`src/rtl/aes_pkg.sv`:
```
// rtl/aes_pkg.sv - shared AES constants, types and column-extraction helper
package aes_pkg;

    localparam int AES_NB      = 4;
    localparam int AES_NR      = 10;
    localparam int AES_WORD_W  = 32;
    localparam int AES_STATE_W = 128;

    typedef logic [AES_WORD_W-1:0]  aes_word_t;
    typedef logic [AES_STATE_W-1:0] aes_state_t;

    typedef enum logic {
        ST_IDLE = 1'b0,
        ST_RUN  = 1'b1
    } arks_state_e;

    // Column 0 lives in the most significant word, matching FIPS-197 byte order.
    function automatic aes_word_t key_col(input aes_state_t key, input logic [1:0] idx);
        return key[AES_STATE_W-1 - AES_WORD_W*int'(idx) -: AES_WORD_W];
    endfunction

endpackage

```
`src/rtl/add_round_key_stage_if.sv`:
```
// rtl/add_round_key_stage_if.sv - column-stream and state-output bundle of the AddRoundKey stage
interface add_round_key_stage_if;
    import aes_pkg::*;

    logic        start;
    aes_word_t   word_in_mix_column;
    logic        word_in_mix_column_vld;
    aes_state_t  round_key;

    aes_word_t   word_out_add_round_key;
    logic        word_out_add_round_key_vld;
    logic [1:0]  col_idx;
    logic [3:0]  round_idx;
    logic        mix_column_off;
    aes_state_t  state_out;
    logic        state_out_vld;
    logic        block_done;

    modport master (
        output start,
        output word_in_mix_column,
        output word_in_mix_column_vld,
        output round_key,
        input  word_out_add_round_key,
        input  word_out_add_round_key_vld,
        input  col_idx,
        input  round_idx,
        input  mix_column_off,
        input  state_out,
        input  state_out_vld,
        input  block_done
    );

    modport slave (
        input  start,
        input  word_in_mix_column,
        input  word_in_mix_column_vld,
        input  round_key,
        output word_out_add_round_key,
        output word_out_add_round_key_vld,
        output col_idx,
        output round_idx,
        output mix_column_off,
        output state_out,
        output state_out_vld,
        output block_done
    );

endinterface

```
`src/rtl/aes_col_round_cnt.sv`:
```
// rtl/aes_col_round_cnt.sv - column/round position tracking and IDLE/RUN control
module aes_col_round_cnt
    import aes_pkg::*;
#(
    parameter int NR = AES_NR
) (
    input  logic       clk,
    input  logic       rst,
    input  logic       start,
    input  logic       word_vld,
    output logic       accept,
    output logic [1:0] col_sel,
    output logic [3:0] round_idx,
    output logic       round_done,
    output logic       block_last,
    output logic       final_round
);

    localparam logic [3:0] LAST_ROUND = 4'(NR);

    arks_state_e state_q, state_d;
    logic [1:0]  col_q, col_d;
    logic [3:0]  round_q, round_d;
    logic [3:0]  round_sel;

    always_ff @(posedge clk or posedge rst) begin
        if (rst) begin
            state_q <= ST_IDLE;
            col_q   <= '0;
            round_q <= '0;
        end else begin
            state_q <= state_d;
            col_q   <= col_d;
            round_q <= round_d;
        end
    end

    // start overrides the stored position in the same cycle, so a word arriving
    // with start is always treated as round 0, column 0.
    always_comb begin
        state_d    = state_q;
        col_sel    = start ? 2'd0 : col_q;
        round_sel  = start ? 4'd0 : round_q;
        col_d      = col_sel;
        round_d    = round_sel;
        accept     = word_vld & (start | (state_q == ST_RUN));
        round_done = 1'b0;
        block_last = 1'b0;

        if (start) begin
            state_d = ST_RUN;
        end

        if (accept) begin
            col_d = col_sel + 2'd1;
            if (col_sel == 2'd3) begin
                round_done = 1'b1;
                if (round_sel == LAST_ROUND) begin
                    block_last = 1'b1;
                    round_d    = 4'd0;
                    state_d    = ST_IDLE;
                end else begin
                    round_d = round_sel + 4'd1;
                end
            end
        end
    end

    assign round_idx   = round_q;
    assign final_round = (round_q == LAST_ROUND);

endmodule

```
`src/rtl/add_round_key_stage.sv`:
```
// rtl/add_round_key_stage.sv - per-column AddRoundKey with registered word output and 128-bit state reassembly
module add_round_key_stage
    import aes_pkg::*;
#(
    parameter int NB = AES_NB,
    parameter int NR = AES_NR
) (
    input  logic                 MainClock,
    input  logic                 MainReset,
    add_round_key_stage_if.slave bus
);

    logic       accept;
    logic [1:0] col_sel;
    logic [3:0] round_idx;
    logic       round_done;
    logic       block_last;
    logic       final_round;

    aes_col_round_cnt #(
        .NR (NR)
    ) u_cnt (
        .clk         (MainClock),
        .rst         (MainReset),
        .start       (bus.start),
        .word_vld    (bus.word_in_mix_column_vld),
        .accept      (accept),
        .col_sel     (col_sel),
        .round_idx   (round_idx),
        .round_done  (round_done),
        .block_last  (block_last),
        .final_round (final_round)
    );

    aes_word_t                        result;
    logic [NB-1:0][AES_WORD_W-1:0]    buf_q, buf_d;
    aes_word_t                        word_q, word_d;
    logic                             vld_q, vld_d;
    logic [1:0]                       col_idx_q, col_idx_d;
    aes_state_t                       state_q, state_d;
    logic                             state_vld_q, state_vld_d;
    logic                             done_q, done_d;

    always_ff @(posedge MainClock or posedge MainReset) begin
        if (MainReset) begin
            buf_q       <= '0;
            word_q      <= '0;
            vld_q       <= 1'b0;
            col_idx_q   <= '0;
            state_q     <= '0;
            state_vld_q <= 1'b0;
            done_q      <= 1'b0;
        end else begin
            buf_q       <= buf_d;
            word_q      <= word_d;
            vld_q       <= vld_d;
            col_idx_q   <= col_idx_d;
            state_q     <= state_d;
            state_vld_q <= state_vld_d;
            done_q      <= done_d;
        end
    end

    always_comb begin
        result      = bus.word_in_mix_column ^ key_col(bus.round_key, col_sel);
        buf_d       = buf_q;
        word_d      = word_q;
        col_idx_d   = col_idx_q;
        state_d     = state_q;
        vld_d       = accept;
        state_vld_d = round_done;
        done_d      = block_last;

        if (accept) begin
            buf_d[col_sel] = result;
            word_d         = result;
            col_idx_d      = col_sel;
        end

        // Built from the next-buffer value so the column written this cycle is included.
        if (round_done) begin
            state_d = {buf_d[0], buf_d[1], buf_d[2], buf_d[3]};
        end
    end

    assign bus.word_out_add_round_key     = word_q;
    assign bus.word_out_add_round_key_vld = vld_q;
    assign bus.col_idx                    = col_idx_q;
    assign bus.round_idx                  = round_idx;
    assign bus.mix_column_off             = final_round;
    assign bus.state_out                  = state_q;
    assign bus.state_out_vld              = state_vld_q;
    assign bus.block_done                 = done_q;

endmodule
```
`src/flat_wrapper.sv`:
```
// flat-port wrapper written by rule: the top's interface ports become plain ports
module add_round_key_stage_flat import aes_pkg::*;
#(
    parameter int NB = AES_NB,
    parameter int NR = AES_NR
)
  (MainClock, MainReset, bus_start, bus_word_in_mix_column, bus_word_in_mix_column_vld, bus_round_key, bus_word_out_add_round_key, bus_word_out_add_round_key_vld, bus_col_idx, bus_round_idx, bus_mix_column_off, bus_state_out, bus_state_out_vld, bus_block_done);
  add_round_key_stage_if bus_i ();
  input  logic MainClock;
  input  logic MainReset;
  input wire logic [$bits(bus_i.start)-1:0] bus_start;
  input wire logic [$bits(bus_i.word_in_mix_column)-1:0] bus_word_in_mix_column;
  input wire logic [$bits(bus_i.word_in_mix_column_vld)-1:0] bus_word_in_mix_column_vld;
  input wire logic [$bits(bus_i.round_key)-1:0] bus_round_key;
  output wire logic [$bits(bus_i.word_out_add_round_key)-1:0] bus_word_out_add_round_key;
  output wire logic [$bits(bus_i.word_out_add_round_key_vld)-1:0] bus_word_out_add_round_key_vld;
  output wire logic [$bits(bus_i.col_idx)-1:0] bus_col_idx;
  output wire logic [$bits(bus_i.round_idx)-1:0] bus_round_idx;
  output wire logic [$bits(bus_i.mix_column_off)-1:0] bus_mix_column_off;
  output wire logic [$bits(bus_i.state_out)-1:0] bus_state_out;
  output wire logic [$bits(bus_i.state_out_vld)-1:0] bus_state_out_vld;
  output wire logic [$bits(bus_i.block_done)-1:0] bus_block_done;
  assign bus_i.start = bus_start;
  assign bus_i.word_in_mix_column = bus_word_in_mix_column;
  assign bus_i.word_in_mix_column_vld = bus_word_in_mix_column_vld;
  assign bus_i.round_key = bus_round_key;
  assign bus_word_out_add_round_key = bus_i.word_out_add_round_key;
  assign bus_word_out_add_round_key_vld = bus_i.word_out_add_round_key_vld;
  assign bus_col_idx = bus_i.col_idx;
  assign bus_round_idx = bus_i.round_idx;
  assign bus_mix_column_off = bus_i.mix_column_off;
  assign bus_state_out = bus_i.state_out;
  assign bus_state_out_vld = bus_i.state_out_vld;
  assign bus_block_done = bus_i.block_done;
  add_round_key_stage #(.NB(NB), .NR(NR)) u_core (.MainClock(MainClock), .MainReset(MainReset), .bus(bus_i));
endmodule
```
`config.mk`:
```
export PLATFORM = sky130hd
export DESIGN_NAME = add_round_key_stage_flat
export DESIGN_NICKNAME = d
export VERILOG_FILES = /design/src/rtl/aes_pkg.sv /design/src/rtl/add_round_key_stage_if.sv /design/src/rtl/aes_col_round_cnt.sv /design/src/rtl/add_round_key_stage.sv /design/src/flat_wrapper.sv
export SDC_FILE = /design/constraint.sdc
export NUM_CORES = 1
export LEC_CHECK = 0
export CAP_MARGIN = 40
export CORE_UTILIZATION = 45
export DETAILED_ROUTE_END_ITERATION = 7
export PLACE_DENSITY = 0.75
export SLEW_MARGIN = 20
export SYNTH_ARGS = -nofsm -noshare
export SYNTH_HDL_FRONTEND = slang
export SYNTH_SLANG_ARGS = --single-unit
```
`constraint.sdc`:
```
create_clock -name MainClock -period 11 [get_ports MainClock]
set_input_delay 2.2 -clock MainClock [delete_from_list [all_inputs] [get_ports MainClock]]
set_output_delay 2.2 -clock MainClock [all_outputs]
set_load 0.02 [all_outputs]
```
# Yosys cells after proc, flatten, opt, wreduce, memory -nomap -nowiden
# Index checks and enable logic that the tools add are counted.
# word_totals
reg_bits	300
output_inout_bits	170
# classes
n_lt_le_gt_ge	2
add_sub_neg	3
bitwise_logic	3
n_eq_ne	3
reduce_logical	1
n_shift	1
n_mux	19
# op_table
op	n
$shiftx A159 B32 Y32	1
$bwmux W128	1
$mux W128	1
$demux W32 S2	1
$mux W32	1
$xor A32 B32 Y32	1
$mux W4	4
$mux W1	9
$eq A4 B4 Y1 const B	2
$sub A7 B7 Y8 const A	1
$add A4 B1 Y4 const B	1
$mux W2	2
$lt A2 B3 Y1 const B	1
$add A2 B1 Y2 const B	1
$eq A2 B2 Y1 const B	1
$ge A2 B1 Y1 const B	1
$and A1 B1 Y1	1
$logic_and A1 B1 Y1	1
$or A1 B1 Y1	1

# Depth between registers and ports, before layout
# Gate-level depths: netlist (run 1).
# depth
word_depth	7
mapped_depth	12
mapped_depth_nobuf	8

# By module
# A second synthesis (run 1) with hierarchy kept.
# unflattened
cells_unflattened	928
area_unflattened_um2	13922.1
# by_module_without_submodules
mod	cells_each	area_each_um2	n_inst
add_round_key_stage	888	13540.5	1
aes_col_round_cnt	40	381.6	1

# Worst setup path after synthesis (run 1)
# OpenSTA, ideal clock, no wires.
# synth_timing
path_type	in2reg
start	in bus_start
end	reg u_core.state_q[86] (netlist: u_core.bus.state_out[86])
required_time_ns	10.865
path_buffers	6
t_arrival_ns	3.902
setup_ns	0.135
setup_slack_ns	6.963
cell_stages	12
path_cell_list	buf_6 nand2b_4 buf_12 buf_8 inv_1 ha_1 o211ai_4 buf_6 buf_6 buf_6 a22oi_1 o21ai_0
# synth_via
elab_chain_len	7
elab_cells_between_ends	16
# synth_lines
item	line	source
start, declared	flat_wrapper.sv:11	input wire logic [$bits(bus_i.start)-1:0] bus_start;
$mux W2 *	aes_col_round_cnt.sv:42	col_sel = start ? 2'd0 : col_q;
named net u_core.col_sel[1]	add_round_key_stage.sv:14	logic [1:0] col_sel;
parallel branches: the longest is 6 deep, another holds $sub A7 B7 Y8	n/a	
end signal, assigned	add_round_key_stage.sv:58	state_q <= state_d;
end, declared	add_round_key_stage.sv:40	aes_state_t state_q, state_d;
# Mark *: on every way through the listed nets, which the timed path passes.
# A chain may end at the register's enable or synchronous reset.

# Worst setup path after layout (run 1)
# layout_timing
start	in bus_start
end	reg u_core.state_q[42] (netlist: u_core.bus.state_out[42])
# Same word-level chain as after synthesis.

==> flow_summary_export.csv, run 1 <==
group,metric,value,unit
worst_hold_path,worst_min_path_start,"u_core.bus.word_out_add_round_key[14]",
grt,maximum_number_of_pins_on_one_net_before_global_route_repair,114,
logic_synthesis,synth_cell_types,38,
logic_synthesis,postSynthNetCount,1274,
worst_hold_path,hold-path-cell-count,2,
finish,layout.core_utilization,62.70,%
grt,globalRouteTotalUtil,24.13,%
detailed_routing,post-route-drc-count,0,
power,ir_worst_vdd,0.1101,mV
grt,grt_remaining_overflow,0,
grt,via_count_of_the_first_global_routing_pass,9569,
sta,max_freq,182.5,MHz
finish,most-common-layout-cells,"333 x clkdlybuf4s50_1, 267 x dfrtp_1, 211 x o21ai_0",
grt,grt_pass1_wl,53.50,mm
floorplan,starting_density,45.85,%
clocking,postcts_resize_cnt,0,
logic_synthesis,synth_enable_flop_cells,0,
logic_synthesis,postSynthRegisterBits,268,
detailed_routing,dr.pass1.iters,5,
logic_synthesis,proportion_of_synthesized_flip_flops_having_asynchronous_set_or_reset,100.0,%
worst_setup_path,startpoint,"bus_start",
clocking,cts_max_level,1,
placed_design,detailedPlacementHpwl,23.47,mm
floorplan,design.portCount,334,
worst_setup_path,crit_end,"u_core.bus.state_out[42]",
worst_setup_path,regToRegSetupSlack,7.68,ns
clocking,cts.root.buffer_cell,"clkbuf_16",
finish,num_antenna_cells,0,
sta,time_the_worst_path_needs_with_i_o_delays_and_setup,5.479,ns
clocking,cts_buffer_depth,3,
floorplan,chipHeight,167.5,um
logic_synthesis,synth_sequential_area_ratio,54.43,%
detailed_routing,route.detailed.wl_per_inst,18.90,um
finish,fill_cells,2179,
worst_setup_path,crit_path_frequent_cell,"buf_4",
worst_setup_path,timing.critical_path.slowest_stage_cell,"clkdlybuf4s50_1",
clocking,tritoncts_clock_tree,"yes",
floorplan,fp.dieArea,0.02805,mm^2
worst_setup_path,max_stage_delay,0.80,ns
worst_setup_path,path_class,"in -> reg",
worst_hold_path,holdCritPathClass,"reg -> reg",
finish,finalNonFillerCells,1767,
grt,grt_antenna_before_repair,0,
worst_setup_path,crit_path_cell_trace,"clkdlybuf4s50_1, nand2b_4, buf_4, inv_1, ha_1, o211ai_4, buf_4, a21oi_4, buf_16, a22oi_1, o21ai_0",
worst_setup_path,regToRegEndpoint,"u_core.bus.state_out[42]",
detailed_routing,detail-route-antenna-nets,0,
power,p_total,0.003801,W
clocking,cts_hold_buffers,0,
detailed_routing,sum_of_routed_wire_length_over_all_layers,33.40,mm
placed_design,placed_cells,1719,
detailed_routing,initialDrtViolationCount,664,
sta,hold_violation_total_from_the_final_report,0,
finish,nNetsFinal,1577,
worst_setup_path,setup.worst_path.start_class,"input port",
clocking,cts_inserted_buffers,27,
worst_setup_path,cp_max_fo,66,
finish,drive_above_1_share,7.644,%
floorplan,die_w,167.5,um
clocking,worst_skew_pair.late_latency,0.53,ns
placed_design,place.port_buffers,333,
finish,layout_commonest_cell,"clkdlybuf4s50_1",
clocking,cts_setup_buffers,0,
power,pwr_density_cell,225.6,mW/mm^2
worst_setup_path,crit-reg2reg-launch,"u_core.u_cnt.col_q[1]",
sta,worst_slew_margin_rel,49.16,%
sta,worst-slew-pin-transition,0.7523,ns
logic_synthesis,yosys_warnings,0,
finish,areaGrowthSynthToFinish,36.76,%
worst_setup_path,worstPathArrival,5.86,ns
sta,setup_total_negative_slack,0,ns
sta,final-max-slew-violation-count,0,
sta,fin_worst_skew,0.01462,ns
worst_setup_path,cp-end-kind,"flop",
detailed_routing,post_drt_via_cell_ratio,5.367,
logic_synthesis,syn-cell-area,0.01232,mm^2
worst_setup_path,worst-r2r-cell-count,10,
logic_synthesis,postSynthCellCount,1106,
detailed_routing,via_count,9484,
floorplan,num_rows,60,
placed_design,finalWeightedCongestion,0.7844,
sta,setup_viol,0,
logic_synthesis,synthesis.area_per_instance,11.14,um^2
status,outcome,"completed",
job,maxcap_viol_count,0,
sta,rsz0062_at_grt,"false",
worst_setup_path,worst-endpoint-required,11.38,ns
power,power.static_leakage,7.000,nW
floorplan,core_area,0.02688,mm^2
clocking,clock_sinks,268,
clocking,register_clock_pin_slew_on_the_reported_worst_setup_and_hold_paths,0.06,ns
sta,layout_worst_path_cycle_share,49.81,%
logic_synthesis,synthFlopType,"dfrtp_1",
==> where the power goes <==
group	switching (W)	leakage, nW	internal (W)	total, W
clock network	0.000369	0.429	0.000543	0.000912
logic	0.000731	3.15	0.000643	0.00137
registers	0.000192	3.42	0.00132	0.00151
total	0.00129	7.00	0.00251	0.00380
==> state kept, by name (all words and copies together) (netlist names) <==
name / cells
u_core.bus.state_out: 128
u_core.buf_q: 96
u_core.bus.word_out_add_round_key: 32
u_core.u_cnt.round_idx: 4
u_core.bus.col_idx: 2
u_core.u_cnt.col_q: 2
u_core.bus.block_done: 1
u_core.bus.state_out_vld: 1
u_core.bus.word_out_add_round_key_vld: 1
u_core.u_cnt.state_q: 1
==> metrics by stage <==
step           setup WS, ns  hold WS [ns]  area, um^2
6_report              5.521        0.4780       16850
2_1_floorplan         1.418        0.4507       12320
4_1_cts               5.511        0.4828       16810
3_5_place_dp          4.986        0.4691       15930
3_3_place_gp          4.797        0.4619       15660
5_1_grt               5.283        0.4940       16850
==> cells in the mapped netlist (4+ instances only) <==
| cell type | n | area [um^2] |
|---|---|---|
| a22oi_1 | 96 | 720.7 |
| buf_2 | 24 | 120.1 |
| buf_6 | 14 | 157.7 |
| buf_8 | 4 | 60.06 |
| clkbuf_1 | 30 | 112.6 |
| dfrtp_1 | 268 | 6706 |
| ha_1 | 4 | 50.05 |
| inv_1 | 4 | 15.01 |
| mux2i_1 | 32 | 320.3 |
| nand2_1 | 198 | 743.2 |
| nand3_1 | 5 | 25.02 |
| o21ai_0 | 211 | 1056 |
| o21ai_1 | 51 | 255.2 |
| o221ai_4 | 30 | 788.3 |
| xnor2_1 | 65 | 569.3 |
| xor2_1 | 33 | 289.0 |
==> critical path, delay by kind of cell <==
| family | cells | cell delay, ns |
|---|---|---|
| AO/OA/AOI/OAI | 4 | 0.65 |
| adder cells (fa/ha/maj) | 1 | 0.37 |
| AND/OR/NAND/NOR | 1 | 0.22 |
| buffers and inverters | 5 | 2.39 |
==> worst min path at each step <==
stage / end / slack (ns)
after global routing: u_core.bus.state_out[31] / 0.49
after floorplan: u_core.buf_q[0] / 0.45
final: u_core.bus.word_out_add_round_key[14] / 0.48
after detailed placement: u_core.bus.state_out[30] / 0.47
after CTS: u_core.bus.state_out[30] / 0.48
after global placement: u_core.buf_q[37] / 0.46
==> logic make-up after synthesis <==
kind of cell / share of synthesized area, %
multiplexers: 2.600
adder cells (fa/ha/maj): 0.4062
flip-flops: 54.43
AND/OR/NAND/NOR: 7.118
XOR/XNOR: 6.966
buffers and inverters: 4.569
AO/OA/AOI/OAI: 23.91
==> metal layers <==
metal	track usage, %	vias to the layer above	share of wire [%]
met5	0	-	0
met4	6.223	0	2.2
met3	5.271	43	6.6
met2	41.50	308	49
met1	30.80	4623	42
li1	-	4510	-
==> cell type report <==
class,instances,area (um^2),share of cell area [%]
multi-input combinational,752,5099,30.26
clock inverter,4,73.82,0.4381
inverter,5,26.28,0.1559
clock buffer,42,802.0,4.759
tap,341,426.7,2.532
sequential,268,6708,39.81
timing repair buffer,355,3716,22.05
Note: power is estimated with default switching activity, not from simulation.
==> inputs of run 2 (changes only) <==
==> constraint.sdc (replaced) <==
create_clock -name MainClock -period 5.7 [get_ports MainClock]
set_input_delay 1.14 -clock MainClock [delete_from_list [all_inputs] [get_ports MainClock]]
set_output_delay 1.14 -clock MainClock [all_outputs]
set_load 0.02 [all_outputs]
==> run 2 against run 1 <==
  * Die area unchanged
  * Non-clock buffer count down 2
  * Cell count unchanged
  * Sequential share of layout area up 0.13 points
  * Clock power up 86%
  * Clock skew down 0.0073 ns
  * Setup slack worse by 3.6 ns
  * Global-route usage up 0.54 points
  * Register-to-register slack worse by 4.7 ns
  * Final area down 0.32%
  * Combinational power up 94%
  * Sequential power up 94%
  * Highest routed layer unchanged
==> flow_summary_export.csv, run 2 (same netlist as run 1, synthesis figures left out) <==
group,metric,value,unit
status,outcome,"completed",
job,maxcap_viol_count,0,
finish,drive_above_1_share,7.574,%
sta,hold_violation_total_from_the_final_report,0,
finish,layout_commonest_cell,"clkdlybuf4s50_1",
placed_design,placed_cells,1718,
grt,grt_pass1_wl,54.54,mm
clocking,cts_setup_buffers,0,
clocking,tritoncts_clock_tree,"yes",
detailed_routing,dr.pass1.iters,5,
sta,fin_worst_skew,0.007333,ns
worst_setup_path,timing.critical_path.slowest_stage_cell,"clkdlybuf4s50_1",
sta,worst-slew-pin-transition,0.8082,ns
worst_setup_path,setup.worst_path.start_class,"input port",
clocking,cts_buffer_depth,3,
clocking,cts_inserted_buffers,27,
detailed_routing,detail-route-antenna-nets,0,
power,swShare,34.31,%
detailed_routing,wl_met1,14.26,mm
worst_setup_path,regToRegSetupSlack,3.01,ns
detailed_routing,top_layer,"met4",
power,pwr_density_cell,433.7,mW/mm^2
floorplan,die_w,167.5,um
worst_setup_path,cp_top_family,"buffers and inverters",
worst_setup_path,worstPathArrival,4.17,ns
worst_setup_path,worst-r2r-cell-count,9,
grt,maximum_number_of_pins_on_one_net_before_global_route_repair,96,
worst_hold_path,worst_min_path_start,"u_core.bus.word_out_add_round_key[13]",
worst_setup_path,cp_max_fo,25,
clocking,postcts_resize_cnt,0,
clocking,worst_skew_pair.late_latency,0.52,ns
finish,finalNonFillerCells,1767,
floorplan,chipHeight,167.5,um
detailed_routing,met3_wirelength,2.275,mm
finish,fill_cells,2167,
floorplan,design.portCount,334,
clocking,cts.root.buffer_cell,"clkbuf_16",
worst_setup_path,path_class,"in -> reg",
finish,areaGrowthSynthToFinish,36.32,%
grt,globalRouteTotalUtil,24.67,%
power,switchingPower,0.002500,W
floorplan,num_rows,60,
worst_setup_path,crit-reg2reg-launch,"u_core.u_cnt.col_q[1]",
power,internal_power,0.004785,W
placed_design,placed_area,0.01593,mm^2
detailed_routing,wire_length_on_met2,16.68,mm
floorplan,fp.dieArea,0.02805,mm^2
clocking,cts_max_level,1,
sta,time_the_worst_path_needs_with_i_o_delays_and_setup,3.759,ns
clocking,cts_hold_buffers,0,
clocking,register_clock_pin_slew_on_the_reported_worst_setup_and_hold_paths,0.06,ns
sta,final-max-slew-violation-count,0,
placed_design,preCtsSetupSlack,1.409,ns
grt,via_count_of_the_first_global_routing_pass,9657,
floorplan,starting_density,45.85,%
power,power.static_leakage,6.979,nW
detailed_routing,via_count,9508,
power,pwr-share-clk,23.3,%
placed_design,place.port_buffers,333,
worst_setup_path,crit_path_frequent_cell,"buf_16",
sta,max_freq,266.0,MHz
worst_setup_path,critPathBufInv,4,
finish,finish.instance_area,0.01680,mm^2
power,power.sequential.fraction,40.2,%
sta,worst_slack,1.941,ns
worst_setup_path,cp-end-kind,"flop",
clocking,clock_sinks,268,
floorplan,core_area,0.02688,mm^2
detailed_routing,post_drt_via_cell_ratio,5.381,
worst_hold_path,hold-path-cell-count,2,
sta,setup_total_negative_slack,0,ns
power,power.share.combinational,36.5,%
grt,grt_antenna_before_repair,0,
worst_setup_path,max_stage_delay,0.69,ns
sta,fin_hold_ws,0.4786,ns
placed_design,finalWeightedCongestion,0.7972,
worst_setup_path,regToRegEndpoint,"u_core.bus.state_out[124]",
sta,setup_viol,0,
finish,most-common-layout-cells,"333 x clkdlybuf4s50_1, 267 x dfrtp_1, 211 x o21ai_0",
placed_design,detailedPlacementHpwl,23.68,mm
sta,layout_worst_path_cycle_share,65.94,%
grt,grt_remaining_overflow,0,
finish,largest_register_ff_count,128,
finish,num_antenna_cells,0,
sta,worst_slew_margin_rel,45.38,%
worst_hold_path,holdCritPathClass,"reg -> reg",
power,ir_worst_vdd,0.1970,mV
worst_setup_path,worst-endpoint-required,6.11,ns
worst_hold_path,holdPathEnd,"u_core.bus.word_out_add_round_key[13]",
detailed_routing,initialDrtViolationCount,596,
sta,rsz0062_at_grt,"false",
detailed_routing,sum_of_routed_wire_length_over_all_layers,33.75,mm
worst_setup_path,crit_path_cell_trace,"clkdlybuf4s50_1, nand2b_4, inv_1, ha_1, o211ai_4, buf_16, a21oi_4, buf_16, a22oi_1, o21ai_0",
finish,nNetsFinal,1575,
detailed_routing,post-route-drc-count,0,
detailed_routing,route.detailed.wl_per_inst,19.10,um
## run 2: cell types whose count changed in the layout (fill, tap and decap cells not counted), moves of 2 or more
cell,change
clkinv_2,+4
buf_12,+3
buf_16,-2
buf_4,-2
clkinvlp_4,+2
## run 2: power by group through the flow
stage               Clock [W]  Sequential [W]  Combinational (W)
CTS                   0.00173         0.00293            0.00268
global route          0.00180         0.00301            0.00287
detailed placement          0         0.00296            0.00267
finish                0.00170         0.00293            0.00266
floorplan                   0         0.00337           0.000948
global placement            0         0.00293            0.00259
## run 2: how the worst max path moves through the flow
| stage | startpoint | to | slack [ns] | cells after the start |
|---|---|---|---|---|
| 3_3_place_gp | bus_start | u_core.bus.state_out[33] | 1.30 | 8 |
| 2_1_floorplan | MainReset | u_core.buf_q[0] | 1.02 | 1 |
| 4_1_cts | bus_start | u_core.u_cnt.round_idx[2] | 1.95 | 11 |
| 6_report | bus_start | u_core.bus.state_out[124] | 1.94 | 10 |
| 3_5_place_dp | bus_start | u_core.u_cnt.round_idx[2] | 1.41 | 11 |
| 5_1_grt | bus_start | u_core.u_cnt.round_idx[2] | 1.74 | 11 |
## run 2: cell type report
type | instances | area, um^2 | area share (%)
Clock inverter | 7 | 62.56 | 0.3724
Multi-Input combinational cell | 752 | 5099 | 30.35
Sequential cell | 268 | 6708 | 39.93
Timing Repair Buffer | 353 | 3691 | 21.97
Inverter | 5 | 22.52 | 0.1341
Clock buffer | 41 | 788.3 | 4.693
Tap cell | 341 | 426.7 | 2.540
## run 2: per-layer routing
layer  vias up  GRT usage, %
met4         0         5.943
met3        35         5.483
li1       4511             -
met2       287         41.88
met1      4675         32.08
met5         -             0
## run 2: stage by stage
stage / power (W) / utilization, %
2_1_floorplan: 0.004319 / -
3_3_place_gp: 0.005519 / 58.40
3_5_place_dp: 0.005634 / 59.26
4_1_cts: 0.007344 / 62.43
5_1_grt: 0.007685 / 62.50
6_report: 0.007285 / 62.50
## run 2: worst min-delay path, cell delays in order (launching register included)
cell and delay (ns):
dfrtp_1 0.34, nand2_1 0.05, o21ai_0 0.06
